File: config.mk
export PLATFORM = sky130hd
export DESIGN_NAME = uart_rx
export DESIGN_NICKNAME = d
export VERILOG_FILES = /design/src/rtl/uart_pkg.sv /design/src/rtl/uart_sync.sv /design/src/rtl/uart_rx.sv
export SDC_FILE = /design/constraint.sdc
export NUM_CORES = 1
export LEC_CHECK = 0
export ABC_AREA = 1
export BUFFER_PORTS_ARGS = -buffer_cell sky130_fd_sc_hd__buf_2
export CAP_MARGIN = 10
export CORE_MARGIN = 3
export CORE_UTILIZATION = 55
export DETAILED_ROUTE_END_ITERATION = 16
export PLACE_DENSITY = 0.77
export SETUP_SLACK_MARGIN = 0.3
export SYNTH_ARGS = -nofsm -noshare
export SYNTH_HDL_FRONTEND = slang
export SYNTH_SLANG_ARGS = --single-unit
File: constraint.sdc
create_clock -name clock_i -period 3.45 [get_ports clock_i]
set_clock_uncertainty 0.15 [all_clocks]
set_input_delay 0.5175 -clock clock_i [delete_from_list [all_inputs] [get_ports clock_i]]
set_output_delay 0.5175 -clock clock_i [all_outputs]
set_load 0.02 [all_outputs]
File: src/rtl/uart_pkg.sv
// Shared types and constants for the UART receive path.
package uart_pkg;

    typedef enum logic [2:0] {
        RX_IDLE   = 3'd0,
        RX_START  = 3'd1,
        RX_DATA   = 3'd2,
        RX_PARITY = 3'd3,
        RX_STOP   = 3'd4
    } rx_state_e;

    localparam int UART_DATA_BITS   = 8;
    localparam bit PARITY_MODE_EVEN = 1'b0;
    localparam bit PARITY_MODE_ODD  = 1'b1;

endpackage

File: src/rtl/uart_sync.sv
// Two-flop single-bit synchroniser with a selectable reset value, so idle-high
// lines (RX, CTS) do not look like an edge when reset is released.
module uart_sync #(
    parameter bit RESET_VAL = 1'b1
) (
    input  logic clk_i,
    input  logic rst_ni,
    input  logic d_i,
    output logic q_o
);

    logic meta_q;
    logic sync_q;

    // Two-stage capture of the asynchronous input.
    always_ff @(posedge clk_i or negedge rst_ni) begin
        if (!rst_ni) begin
            meta_q <= RESET_VAL;
            sync_q <= RESET_VAL;
        end else begin
            meta_q <= d_i;
            sync_q <= meta_q;
        end
    end

    assign q_o = sync_q;

endmodule

File: src/rtl/uart_rx.sv
// UART receiver: synchronises the serial line, controls the receive half of the
// baud generator and samples each bit on the generator's mid-bit tick.
//
// state     | meaning
// ----------+--------------------------------------------------------------
// RX_IDLE   | generator disabled, waiting for a falling edge on the line
// RX_START  | waiting for the mid start-bit tick to confirm the start bit
// RX_DATA   | sampling data bits LSB first, one per tick
// RX_PARITY | sampling and checking the parity bit
// RX_STOP   | sampling the stop bit, then reporting the word or the error
module uart_rx
    import uart_pkg::*;
#(
    parameter int DATA_BITS  = UART_DATA_BITS,
    parameter bit PARITY_EN  = 1'b0,
    parameter bit PARITY_ODD = PARITY_MODE_EVEN
) (
    input  logic                 clock_i,
    input  logic                 reset_ni,
    input  logic                 rx_serial_i,
    input  logic                 rx_baud_tick_i,
    output logic                 rx_baud_en_o,
    output logic [DATA_BITS-1:0] rx_data_o,
    output logic                 rx_valid_o,
    input  logic                 rx_ready_i,
    output logic                 frame_err_o,
    output logic                 parity_err_o,
    output logic                 overrun_o,
    output logic                 rx_busy_o
);

    localparam int CNT_W = $clog2(DATA_BITS + 1);
    localparam logic [CNT_W-1:0] LAST_BIT = CNT_W'(DATA_BITS - 1);

    rx_state_e            state_q;
    logic                 rx_sync;
    logic                 rx_prev_q;
    logic                 start_edge;
    logic [DATA_BITS-1:0] shift_q;
    logic [DATA_BITS-1:0] rx_data_q;
    logic [CNT_W-1:0]     bit_cnt_q;
    logic                 xor_q;
    logic                 perr_q;
    logic                 baud_en_q;
    logic                 valid_q;
    logic                 frame_err_q;
    logic                 parity_err_q;
    logic                 overrun_q;
    logic                 busy_q;

    uart_sync #(
        .RESET_VAL(1'b1)
    ) u_sync (
        .clk_i (clock_i),
        .rst_ni(reset_ni),
        .d_i   (rx_serial_i),
        .q_o   (rx_sync)
    );

    // History flop for falling-edge detection; resets high like the line.
    always_ff @(posedge clock_i or negedge reset_ni) begin
        if (!reset_ni) begin
            rx_prev_q <= 1'b1;
        end else begin
            rx_prev_q <= rx_sync;
        end
    end

    assign start_edge = rx_prev_q & ~rx_sync;

    // Receive FSM with registered outputs and the output handshake.
    always_ff @(posedge clock_i or negedge reset_ni) begin
        if (!reset_ni) begin
            state_q      <= RX_IDLE;
            shift_q      <= '0;
            rx_data_q    <= '0;
            bit_cnt_q    <= '0;
            xor_q        <= 1'b0;
            perr_q       <= 1'b0;
            baud_en_q    <= 1'b0;
            valid_q      <= 1'b0;
            frame_err_q  <= 1'b0;
            parity_err_q <= 1'b0;
            overrun_q    <= 1'b0;
            busy_q       <= 1'b0;
        end else begin
            frame_err_q  <= 1'b0;
            parity_err_q <= 1'b0;

            if (valid_q && rx_ready_i) begin
                valid_q   <= 1'b0;
                overrun_q <= 1'b0;
            end

            case (state_q)
                RX_IDLE: begin
                    if (start_edge) begin
                        state_q   <= RX_START;
                        baud_en_q <= 1'b1;
                        busy_q    <= 1'b1;
                    end
                end

                RX_START: begin
                    if (rx_baud_tick_i) begin
                        if (!rx_sync) begin
                            state_q   <= RX_DATA;
                            bit_cnt_q <= '0;
                            xor_q     <= 1'b0;
                            perr_q    <= 1'b0;
                        end else begin
                            // Line went back high before mid-bit: glitch, not a start bit.
                            state_q   <= RX_IDLE;
                            baud_en_q <= 1'b0;
                            busy_q    <= 1'b0;
                        end
                    end
                end

                RX_DATA: begin
                    if (rx_baud_tick_i) begin
                        shift_q   <= {rx_sync, shift_q[DATA_BITS-1:1]};
                        bit_cnt_q <= bit_cnt_q + 1'b1;
                        xor_q     <= xor_q ^ rx_sync;
                        if (bit_cnt_q == LAST_BIT) begin
                            state_q <= PARITY_EN ? RX_PARITY : RX_STOP;
                        end
                    end
                end

                RX_PARITY: begin
                    if (rx_baud_tick_i) begin
                        perr_q  <= (rx_sync != (xor_q ^ PARITY_ODD));
                        state_q <= RX_STOP;
                    end
                end

                RX_STOP: begin
                    if (rx_baud_tick_i) begin
                        if (!rx_sync) begin
                            frame_err_q <= 1'b1;
                        end
                        if (perr_q) begin
                            parity_err_q <= 1'b1;
                        end
                        if (rx_sync && !perr_q) begin
                            rx_data_q <= shift_q;
                            valid_q   <= 1'b1;
                            // A word still pending and not taken this cycle is lost.
                            overrun_q <= valid_q & ~rx_ready_i;
                        end
                        // Always pass through IDLE so the generator re-arms its half-bit phase.
                        state_q   <= RX_IDLE;
                        baud_en_q <= 1'b0;
                        busy_q    <= 1'b0;
                    end
                end

                default: begin
                    state_q   <= RX_IDLE;
                    baud_en_q <= 1'b0;
                    busy_q    <= 1'b0;
                end
            endcase
        end
    end

    assign rx_baud_en_o = baud_en_q;
    assign rx_data_o    = rx_data_q;
    assign rx_valid_o   = valid_q;
    assign frame_err_o  = frame_err_q;
    assign parity_err_o = parity_err_q;
    assign overrun_o    = overrun_q;
    assign rx_busy_o    = busy_q;

endmodule

== Word-level counts from Yosys, hierarchy flattened ==
Index checks and enable logic that the tools add are counted.
Word-level totals
  register bits: 33
  input port bits: 5
  output and inout port bits: 14
  word-level logic and storage cells: 85
Operators by class
  add/subtract/negate cells: 1
  equality and inequality tests: 14
  mux-type cells: 37
  bitwise gates (word level): 6
  reduce and logical (&&, ||, !) cells: 13
Operators by type and width (count)
  $mux 1: 22
  $mux 3: 6
  $pmux 3 s5: 1
  $ne 2x2->1 const B: 7
  $mux 4: 3
  $pmux 4 s2: 1
  $reduce_and 4->1: 2
  $eq 3x2->1 const B: 2
  $reduce_and 6->1: 1
  $reduce_and 5->1: 1
  $add 4x1->4 const B: 1
  $eq 4x3->1 const B: 1
  $pmux 1 s2: 2
  $pmux 1 s4: 1
  $reduce_bool 2->1: 2
  $eq 3x1->1 const B: 1
  $eq 3x3->1 const B: 1
  $logic_not 3->1: 1
  $not 1->1: 3
  $reduce_and 3->1: 1
  $and 1x1->1: 2
  $logic_and 1x1->1: 2
  $mux 2: 1
  $ne 2x1->1 const B: 1
  5 further kinds: 5

== Longest topological paths before layout ==
Gate-level depths: netlist of run 1.
  depth after elaboration: 5
  depth in mapped cells: 8
  mapped depth without buffers: 8

== Hierarchy ==
From an unflattened synthesis of run 1, not the netlist that was laid out.
Second synthesis, totals
  cells, all modules: 161
  area, all modules: 1514.0 um^2
Modules (own cells, without submodules)
  uart_rx: instances 1, cells an instance 159, area an instance 1461.4 um^2, seq. area each 777.0 um^2
  uart_sync: instances 1, cells an instance 2, area an instance 52.6 um^2, seq. area each 52.6 um^2

== Worst setup path before layout of run 1 ==
No wires, ideal clock.
  path type: input -> register
  from: input rx_baud_tick_i
  to: register state_q[2]
  setup time: 0.117 ns
  data arrival time: 1.152 ns
  data required time: 3.183 ns
  setup slack: 2.031 ns
  stages: 7
  buffers on the path: 1
  path through: buf_2 -> inv_1 -> nand3_1 -> nand2_1 -> nor2_1 -> nand3_1 -> nand2_1
On the way
  cells in the longest elaborated chain, start to end: 2
  elaborated cells on any way between the ends: 5
  classes of those cells: eq/ne: 4; reduce/logical: 1
RTL lines
  start: declaration: line uart_rx.sv:21  | input logic rx_baud_tick_i,
  $ne 2x2->1 (no source line)
  $reduce_and 6->1 (no source line) (*)
  end signal: assignment: line uart_rx.sv:126  | state_q <= PARITY_EN ? RX_PARITY : RX_STOP;
  end: declaration: line uart_rx.sv:35  | rx_state_e state_q;
Mark *: on every way between the ends. The rest lies on a longest branch, timed or not.
A chain may end at the register's enable or synchronous reset.

== Final worst setup path of run 1 ==
  from: register state_q[0]
  to: register overrun_q (netlist: overrun_o)
On the way
  cells in the longest elaborated chain, start to end: 2
RTL lines
  $eq 3x3->1: line uart_rx.sv:95  | case (state_q)
  $mux 1: line uart_rx.sv:95
  end signal: assignment: line uart_rx.sv:150  | overrun_q <= valid_q & ~rx_ready_i;
  end: declaration: line uart_rx.sv:48  | logic overrun_q;
No other way between the ends.

==> flow_summary.json, run 1 <==
{
  "dp_hpwl_um": 1760,
  "overflow": 0,
  "die_w_um": 57.8,
  "fmax_mhz": 623,
  "relSlewSlack_pct": 53.0,
  "synth.cell_area_sq_um": 1470,
  "ys_seq_elements": 33,
  "path_class": "reg2reg",
  "synth_common_cells": "45 x nand2_1, 30 x dfrtp_1, 17 x inv_1, 12 x nand3_1, 10 x o21ai_2",
  "drv_cap": 0,
  "cts-root-buf": "clkbuf_4",
  "wl_per_cell_um": 11.7,
  "cts.clk_slew.worst_paths_ps": 110,
  "layout.nets": 184,
  "ir_drop_v": 0.000450,
  "synth_mux_area_share_pct": 0,
  "clock_path_buffers": 2,
  "antenna_left": 0,
  "finalCritPeriodShare_pct": 46.5,
  "area_delta_synth_final_pct": 9.76,
  "first_global_vias": 993,
  "io_pins": 19,
  "synthCells": 157,
  "asyncSetResetFlopFracSynth_pct": 100,
  "n_antenna_cell": 0,
  "hold_buffers": 0,
  "netlist.area_leader.share_pct": 50.9,
  "fin_crit_ps": 1600,
  "grt_pass1_wl_um": 4370,
  "synthDistinctLibCells": 24,
  "drcViolationCount": 0,
  "tritoncts": "done",
  "maxSlewViolCount": 0,
  "p_per_area_nw_per_um2": 718,
  "clk_latency_ps": 320,
  "setup_viol": 0,
  "synthFlopType": "dfrtp_1",
  "synth_area_leader_cell": "dfrtp_1",
  "synth_edf_count": 0,
  "die-area_sq_um": 3340,
  "dr_total_vias": 1079,
  "synth_top_family_by_area": "simple AND/OR/NAND/NOR gates",
  "rsz0062_at_grt": "no",
  "wl_um": 2450,
  "arrival_ps": 1670,
  "synth-xor-area-share_pct": 1.19,
  "dr.pass1.iters": 4,
  "min_path_type": "in2async",
  "synth_area_leaders": "dfrtp_1 51%, nand2_1 11%, o21ai_2 5.9%",
  "synth-simple-area-share_pct": 24.3,
  "hold_viol": 0,
  "cp_data_required_time_ps": 3510,
  "yosysWarnings": 0,
  "port_buffers": 18,
  "routabilityCongestion": 0.777,
  "rows": 18,
  "layout-drive-gt1-share_pct": 26.3,
  "syn_area_per_cell_sq_um": 9.39,
  "core_area_sq_um": 2520,
  "cts_made_buffers": 5,
  "syn_nets": 163,
  "cts-htree-levels": 2,
  "start_kind": "flop",
  "grt_max_degree": 34,
  "synth_fa_ha_area_share_pct": 0.849,
  "tightest_slew_ps": 704,
  "yosysSeqAreaShare_pct": 56.3,
  "endpoint_kind": "flop",
  "total_power_uw": 1160,
  "yosysMostFrequentCell": "nand2_1",
  "cts_resized": 0,
  "viasPerCell": 5.16,
  "outcome": "completed",
  "critPathMaxFanout": 19,
  "leakage_uw": 0.000839,
  "antenna_found_initial": 0,
  "grt_usage_pct": 17.1,
  "drtIter0Drc": 41,
  "dieHeight_um": 57.8,
  "initial_utilization_pct": 58.4,
  "cts.sink_count": 33,
  "final.setup.tns_ps": 0,
  "post-cts-setup-buffers": 0,
  "synth_compound_area_share_pct": 10.2
}
==> logic make-up (layout without fill, tap and decap cells) <==
| family | after synthesis | in the layout |
|---|---|---|
| AO/OA/AOI/OAI | 22 | 22 |
| XOR/XNOR | 2 | 2 |
| adder cells (fa/ha/maj) | 1 | 1 |
| buffers and inverters | 23 | 45 |
| flip-flops | 33 | 33 |
| AND/OR/NAND/NOR | 76 | 76 |
==> flip-flops by register name, summed over array words and instances, names as in the netlist <==
| register | count |
|---|---|
| rx_busy_o | 1 |
| u_sync.q_o | 1 |
| bit_cnt_q | 4 |
| shift_q | 8 |
| xor_q | 1 |
| frame_err_o | 1 |
| u_sync.meta_q | 1 |
| parity_err_o | 1 |
| rx_valid_o | 1 |
| state_q | 3 |
| perr_q | 1 |
| rx_prev_q | 1 |
| overrun_o | 1 |
| rx_data_o | 8 |
==> through the flow <==
step | hold WS, ps | instances | area (sq um) | worst slack (ps) | utilization, %
final | 79.5 | 209 | 1620 | 1850 | 64.1
after global routing | 121 | 209 | 1620 | 1740 | 64.1
after CTS | 112 | 209 | 1620 | 1850 | 64.1
after detailed placement | 197 | 201 | 1570 | 1870 | 62.1
after global placement | 197 | 201 | 1570 | 1900 | 62.1
after floorplan | 71.9 | 157 | 1470 | 2030 | -
==> power by group <==
| part | total [uW] | switching (uW) | internal [uW] | leakage, uW |
|---|---|---|---|---|
| registers | 559 | 73.7 | 485 | 0.000438 |
| clock network | 201 | 123 | 77.6 | 0.0000320 |
| logic | 401 | 267 | 134 | 0.000369 |
==> critical path: stages, from the launching register on <==
cell and delay (ps):
dfrtp_1 490, nor2_2 160, nand2_2 90, inv_2 80, nand4_4 270, nand3_1 180
o21ai_2 60
==> cell type report <==
cell class / instances / area, sq um
Fill cell: 208 / 905
Sequential cell: 33 / 830
Multi-Input combinational cell: 101 / 538
Timing Repair Buffer: 18 / 90.1
Inverter: 19 / 71.3
Clock buffer: 6 / 41.3
Tap cell: 30 / 37.5
Clock inverter: 2 / 10.0
==> layout by cell type (no fill, tap or decap) <==
master / count
nand3b_1: 2
o21ai_2: 10
nand2_4: 1
nand2_1: 45
ha_1: 1
dfrtp_1: 30
clkbuf_4: 5
nand2_2: 2
o21ai_1: 5
nand3_1: 12
nor2_4: 1
xor2_1: 2
clkinv_2: 2
nor2_2: 2
buf_2: 18
inv_1: 17
nor2_1: 5
clkbuf_1: 1
o21ai_0: 6
nand4_4: 1
inv_2: 2
o211ai_1: 1
dfstp_2: 3
nor3_1: 4
nand4_1: 1
==> worst paths after layout <==
check,from,end,slack [ps],depth (start not counted)
setup reg to reg,state_q[0]$_DFFE_PN0P_,overrun_o$_DFF_PN0_,1850,6
min in group clock_i,rx_serial_i,u_sync.meta_q$_DFF_PN1_,150,1
max in group asynchronous,reset_ni,xor_q$_DFFE_PN0P_,2600,1
hold reg to reg,u_sync.meta_q$_DFF_PN1_,u_sync.q_o$_DFF_PN1_,210,0
setup / recovery,state_q[0]$_DFFE_PN0P_,overrun_o$_DFF_PN0_,1850,6
hold / removal,reset_ni,frame_err_o$_DFF_PN0_,80,1
==> layer usage <==
metal  GRT usage (%)  vias up  wire (um)  part of all wire (%)
met4            5.96        0         24                  0.98
li1                -      543          -                     -
met2            26.5       20       1160                    47
met3            5.12        2        119                   4.9
met5               0        -          0                     0
met1            22.9      514       1140                    47
Note: power is estimated with default switching activity, not from simulation.
==> inputs of run 2 (changes only) <==
- CORE_UTILIZATION: 55 -> 50
- PLACE_DENSITY: 0.77 -> 0.74
- clock period: 3.45 -> 1.3 ns (I/O delays scaled with it)
==> run 2 against run 1 <==
Against the previous run:
- the run now ends with negative setup slack left
- sequential share of layout area down 13 points
- worst setup slack worse by 2000 ps
- combinational power rose to 5.0 times the previous value
- fmax up 9.8%
- power rose to 3.5 times the previous value
- core utilization up 13 points
- routed wire length up 50%
- design area up 33%
- highest routed layer unchanged
==> flow_summary.json, run 2 (same netlist as run 1, synthesis figures left out) <==
{
  "critPathMaxFanout": 5,
  "viasPerCell": 5.33,
  "placed_area_sq_um": 1720,
  "tritoncts": "done",
  "violations": "negative setup slack",
  "r2r_setup_slack_ps": -160,
  "io_pins": 19,
  "layout_common_cells": "30 x nand2_1, 28 x dfrtp_1, 22 x buf_4",
  "port_buffers": 18,
  "rsz0062_at_grt": "yes",
  "crit_start": "state_q[1]$_DFFE_PN0P_",
  "p_per_area_nw_per_um2": 1910,
  "crit_slowest_cell": "dfrtp_2",
  "first_global_vias": 1304,
  "reg2reg_from": "state_q[1]$_DFFE_PN0P_",
  "tightest_slew_ps": 329,
  "fmax_mhz": 684,
  "arrival_ps": 1590,
  "path_buf_inv": 2,
  "endpoint": "state_q[2]$_DFFE_PN0P_",
  "final_core_util_pct": 77.3,
  "path_class": "reg2reg",
  "wl_per_cell_um": 15.2,
  "core_area_sq_um": 2780,
  "grt_pass1_wl_um": 5710,
  "die-area_sq_um": 3640,
  "cp_data_required_time_ps": 1430,
  "start_kind": "flop",
  "overflow": 0,
  "die_w_um": 60.3,
  "placed_cells": 218,
  "cts.clk_slew.worst_paths_ps": 100,
  "layout-drive-gt1-share_pct": 51.2,
  "leakage_uw": 0.00105,
  "drtIter0Drc": 48,
  "relSlewSlack_pct": 78.0,
  "rr_worst_depth": 9,
  "path_cells": "buf_6 > nand2_4 > nor2_4 > buf_6 > nand2_2 > nand2_1 > nor2_1 > nand3_1 > nand2_1",
  "clock_path_buffers": 2,
  "fill_cells": 167,
  "setup_viol": 27,
  "drcViolationCount": 0,
  "hold_viol": 0,
  "finalCritPeriodShare_pct": 112,
  "outcome": "finished, violations left",
  "drv_cap": 0,
  "n_antenna_cell": 0,
  "antenna_found_initial": 0,
  "dp_slack_ps": -101,
  "max_stage_delay_ps": 460,
  "dieHeight_um": 60.3,
  "stdcell_area_sq_um": 2150,
  "finalNonFillerCells": 242,
  "grt_max_degree": 20,
  "routabilityCongestion": 0.794,
  "antenna_left": 0,
  "final.setup.tns_ps": -1930,
  "wl_um": 3680,
  "layout.nets": 216,
  "cts-root-buf": "clkbuf_4",
  "dr_total_vias": 1290,
  "cts_made_buffers": 5,
  "layout_commonest_cell": "nand2_1",
  "worst_r2r_endpoint": "state_q[2]$_DFFE_PN0P_",
  "fin_crit_ps": 1460,
  "dr.pass1.iters": 4,
  "path_depth": 9,
  "dp_hpwl_um": 2150,
  "grt_usage_pct": 22.0,
  "ir_drop_v": 0.00169,
  "min_path_type": "in2async",
  "endpoint_kind": "flop",
  "clk_latency_ps": 330,
  "cts-htree-levels": 2,
  "path_delay_family": "simple AND/OR/NAND/NOR gates",
  "initial_utilization_pct": 53.0,
  "cts.sink_count": 33,
  "rows": 19,
  "timing.final.ws_setup_ps": -162,
  "area_delta_synth_final_pct": 45.8,
  "maxSlewViolCount": 0
}
run 2: cell types whose count changed in the layout (fill, tap and decap cells not counted), sizes merged:
| cell | delta |
|---|---|
| clkbuf | +3 |
| clkinv | -2 |
| nand2 | +1 |
| buf | +27 |
| dlygate4sd3 | +3 |
run 2: worst min-delay path by stage:
stage,from,endpoint,slack [ps]
floorplan,reset_ni,bit_cnt_q[0]$_DFFE_PN0P_,-250
global placement,reset_ni,rx_busy_o$_DFFE_PN0P_,-30
detailed placement,reset_ni,rx_busy_o$_DFFE_PN0P_,-30
CTS,reset_ni,perr_q$_DFFE_PN0P_,150
global route,reset_ni,rx_data_o[5]$_DFFE_PN0P_,110
finish,reset_ni,rx_data_o[5]$_DFFE_PN0P_,120
run 2: layout make-up:
cell class | instances | area (sq um) | share of cell area, %
inverters | 19 | 71.3 | 3.32
multi-input cells | 102 | 688 | 32.0
clock buffers | 8 | 58.8 | 2.74
repair buffers | 49 | 460 | 21.4
flip-flops and latches | 33 | 832 | 38.7
well taps | 31 | 38.8 | 1.80
run 2: through the flow:
step	power, uW	hold slack [ps]
finish	4100	118
global route	4380	109
CTS	3790	145
detailed placement	2870	-33.8
global placement	2800	-35.0
floorplan	2360	-251
run 2: repair_timing:
item | CTS | global route
buffers inserted | 7 | 5
resized for setup | 39 | 31
hold buffers | 3 | 0
cloned | 1 | 0
hold endpoints to repair | 35 | 0
setup endpoints to repair | 44 | 52
pin swaps | 3 | 9
run 2: per-layer routing:
layer  wire length [um]  GRT usage [%]
met1               1510           24.7
met2               2000           37.2
met3                 94           7.34
met4                 84           10.8
met5                  0              0
run 2: worst register-to-register path, cell delays in order, from the launching register on:
cell and delay, ps:
dfrtp_2 460, buf_6 130, nand2_4 70, nor2_4 40, buf_6 130, nand2_2 60
nand2_1 60, nor2_1 130, nand3_1 100, nand2_1 70
run 2: power breakdown:
group          internal (uW)  switching [uW]  total [uW]
sequential              1290             220        1520
combinational            908            1080        1990
clock                    267             329         596
total                   2470            1630        4100
==> inputs of run 3 (changes only) <==
- CORE_MARGIN: 3 -> 2
- PLACE_DENSITY: 0.74 -> 0.72
==> run 3 against run 2 <==
Against the previous run:
- the flow still finishes with violations (negative setup slack)
- sequential power hardly changed
- fmax fell by 1.5%
- non-clock buffer count up 10
- clock-buffer cell count fell by 1
- critical path depth fell by 4
- cell count increased by 4.5%
- highest routed layer unchanged
==> flow_summary.json, run 3 (same netlist as run 1, synthesis figures left out) <==
{
  "layout.nets": 227,
  "drv_cap": 0,
  "crit_slowest_cell": "dfrtp_2",
  "max_stage_delay_ps": 450,
  "dr_wl_met3_um": 261,
  "dr_total_vias": 1372,
  "routabilityCongestion": 0.804,
  "antenna_left": 0,
  "wl_met1_um": 1780,
  "initial_utilization_pct": 53.0,
  "timing.final.ws_setup_ps": -183,
  "start_kind": "flop",
  "dp_hpwl_um": 1980,
  "seqCellArea_sq_um": 832,
  "violations": "negative setup slack",
  "placed_area_sq_um": 1730,
  "fin_crit_ps": 1480,
  "hold_viol": 0,
  "path_buf_inv": 2,
  "setup_viol": 28,
  "p_per_area_nw_per_um2": 1910,
  "cts-htree-levels": 2,
  "cts-root-buf": "clkbuf_4",
  "maxSlewViolCount": 0,
  "total_power_uw": 4410,
  "ir_drop_v": 0.00189,
  "rsz0062_at_grt": "yes",
  "first_global_vias": 1293,
  "n_antenna_cell": 0,
  "path_class": "reg2reg",
  "arrival_ps": 1580,
  "endpoint_kind": "flop",
  "wl_um": 4090,
  "fmax_mhz": 674,
  "cts_made_buffers": 5,
  "io_pins": 19,
  "dr_wl_met2_um": 1980,
  "dr.max_layer_used": "met4",
  "final.setup.tns_ps": -2660,
  "critPathMaxFanout": 9,
  "final_core_util_pct": 83.0,
  "layout-drive-gt1-share_pct": 54.1,
  "overflow": 0,
  "outcome": "finished, violations left",
  "wl_per_cell_um": 16.2,
  "grt_pass1_wl_um": 5910,
  "drcViolationCount": 0,
  "die-area_sq_um": 3400,
  "stdcell_area_sq_um": 2310,
  "dr.pass1.iters": 4,
  "viasPerCell": 5.42,
  "relSlewSlack_pct": 75.1,
  "leakage_uw": 0.00113,
  "clk_latency_ps": 350,
  "die_w_um": 58.3,
  "path_cells": "buf_12 > nor2_4 > buf_12 > nand2_4 > o21ai_2",
  "finalCritPeriodShare_pct": 114,
  "layout_common_cells": "31 x nand2_1, 29 x buf_4, 28 x dfrtp_1",
  "fill_cells": 135,
  "drtIter0Drc": 58,
  "tritoncts": "done",
  "area_delta_synth_final_pct": 56.5,
  "cts.sink_count": 33,
  "port_buffers": 18,
  "cts.clk_slew.worst_paths_ps": 110,
  "multi_input_area_sq_um": 704,
  "antenna_found_initial": 0,
  "path_delay_family": "flip-flops",
  "grt_max_degree": 20,
  "clock_path_buffers": 2,
  "layout_commonest_cell": "nand2_1",
  "crit_top_cell": "buf_12",
  "core_area_sq_um": 2780,
  "cp_data_required_time_ps": 1400,
  "grt_usage_pct": 23.6,
  "hold_ws_ps": 141,
  "min_path_type": "in2async",
  "tightest_slew_ps": 373,
  "rows": 19,
  "dieHeight_um": 58.3
}
## run 3: cell types whose count changed in the layout (fill, tap and decap cells not counted), moves of 2 or more
| cell | change |
|---|---|
| o21ai_1 | +2 |
| buf_4 | +7 |
| nand2_4 | +3 |
| buf_12 | +2 |
| nand2_2 | -3 |
## run 3: what timing repair did
item,in CTS,in global routing
buffers inserted,10,11
endpoints found under the hold margin,36,0
hold buffers,3,0
cloned,2,2
setup endpoints to repair,44,45
resized for setup,60,10
pin swaps,7,10
## run 3: power by group
group          internal (uW)  switching, uW
logic                    968           1110
clock network            459            359
registers               1290            223
## run 3: final timing paths
kind / cells past startpoint / to / slack (ps) / start
setup / recovery: 5 / shift_q[4]$_DFFE_PN0P_ / -180 / state_q[0]$_DFFE_PN0P_
hold / removal: 2 / frame_err_o$_DFF_PN0_ / 140 / reset_ni
max in group asynchronous: 3 / rx_data_o[4]$_DFFE_PN0P_ / 430 / reset_ni
setup reg to reg: 5 / shift_q[4]$_DFFE_PN0P_ / -180 / state_q[0]$_DFFE_PN0P_
hold reg to reg: 0 / u_sync.q_o$_DFF_PN1_ / 200 / u_sync.meta_q$_DFF_PN1_
min in group clock_i: 3 / frame_err_o$_DFF_PN0_ / 160 / rx_baud_tick_i
## run 3: routing by layer
metal  GRT usage (%)  up-vias
met5               0        -
met4            10.3        0
met3            7.03        9
met2            36.9       55
met1            30.7      677
li1                -      631
## run 3: area by class of cell
class	instances	area share, %
tap	31	1.68
clock buffer	7	2.39
inverter	19	3.09
sequential	33	36.1
multi-input combinational	103	30.5
timing repair buffer	59	24.9
clock inverter	1	1.30
## run 3: stage by stage
step | cells | worst slack (ps)
2_1_floorplan | 157 | -29.8
3_3_place_gp | 217 | -71.8
3_5_place_dp | 217 | -98.2
4_1_cts | 240 | -109
5_1_grt | 253 | -213
6_report | 253 | -183
## run 3: worst reg2reg max path: cells and delay by family (launching register included)
family | cells | cell delay (ps)
buffers and inverters | 2 | 300
AOI/OAI and AO/OA | 1 | 210
DFF | 1 | 450
and+or+nand+nor | 2 | 280
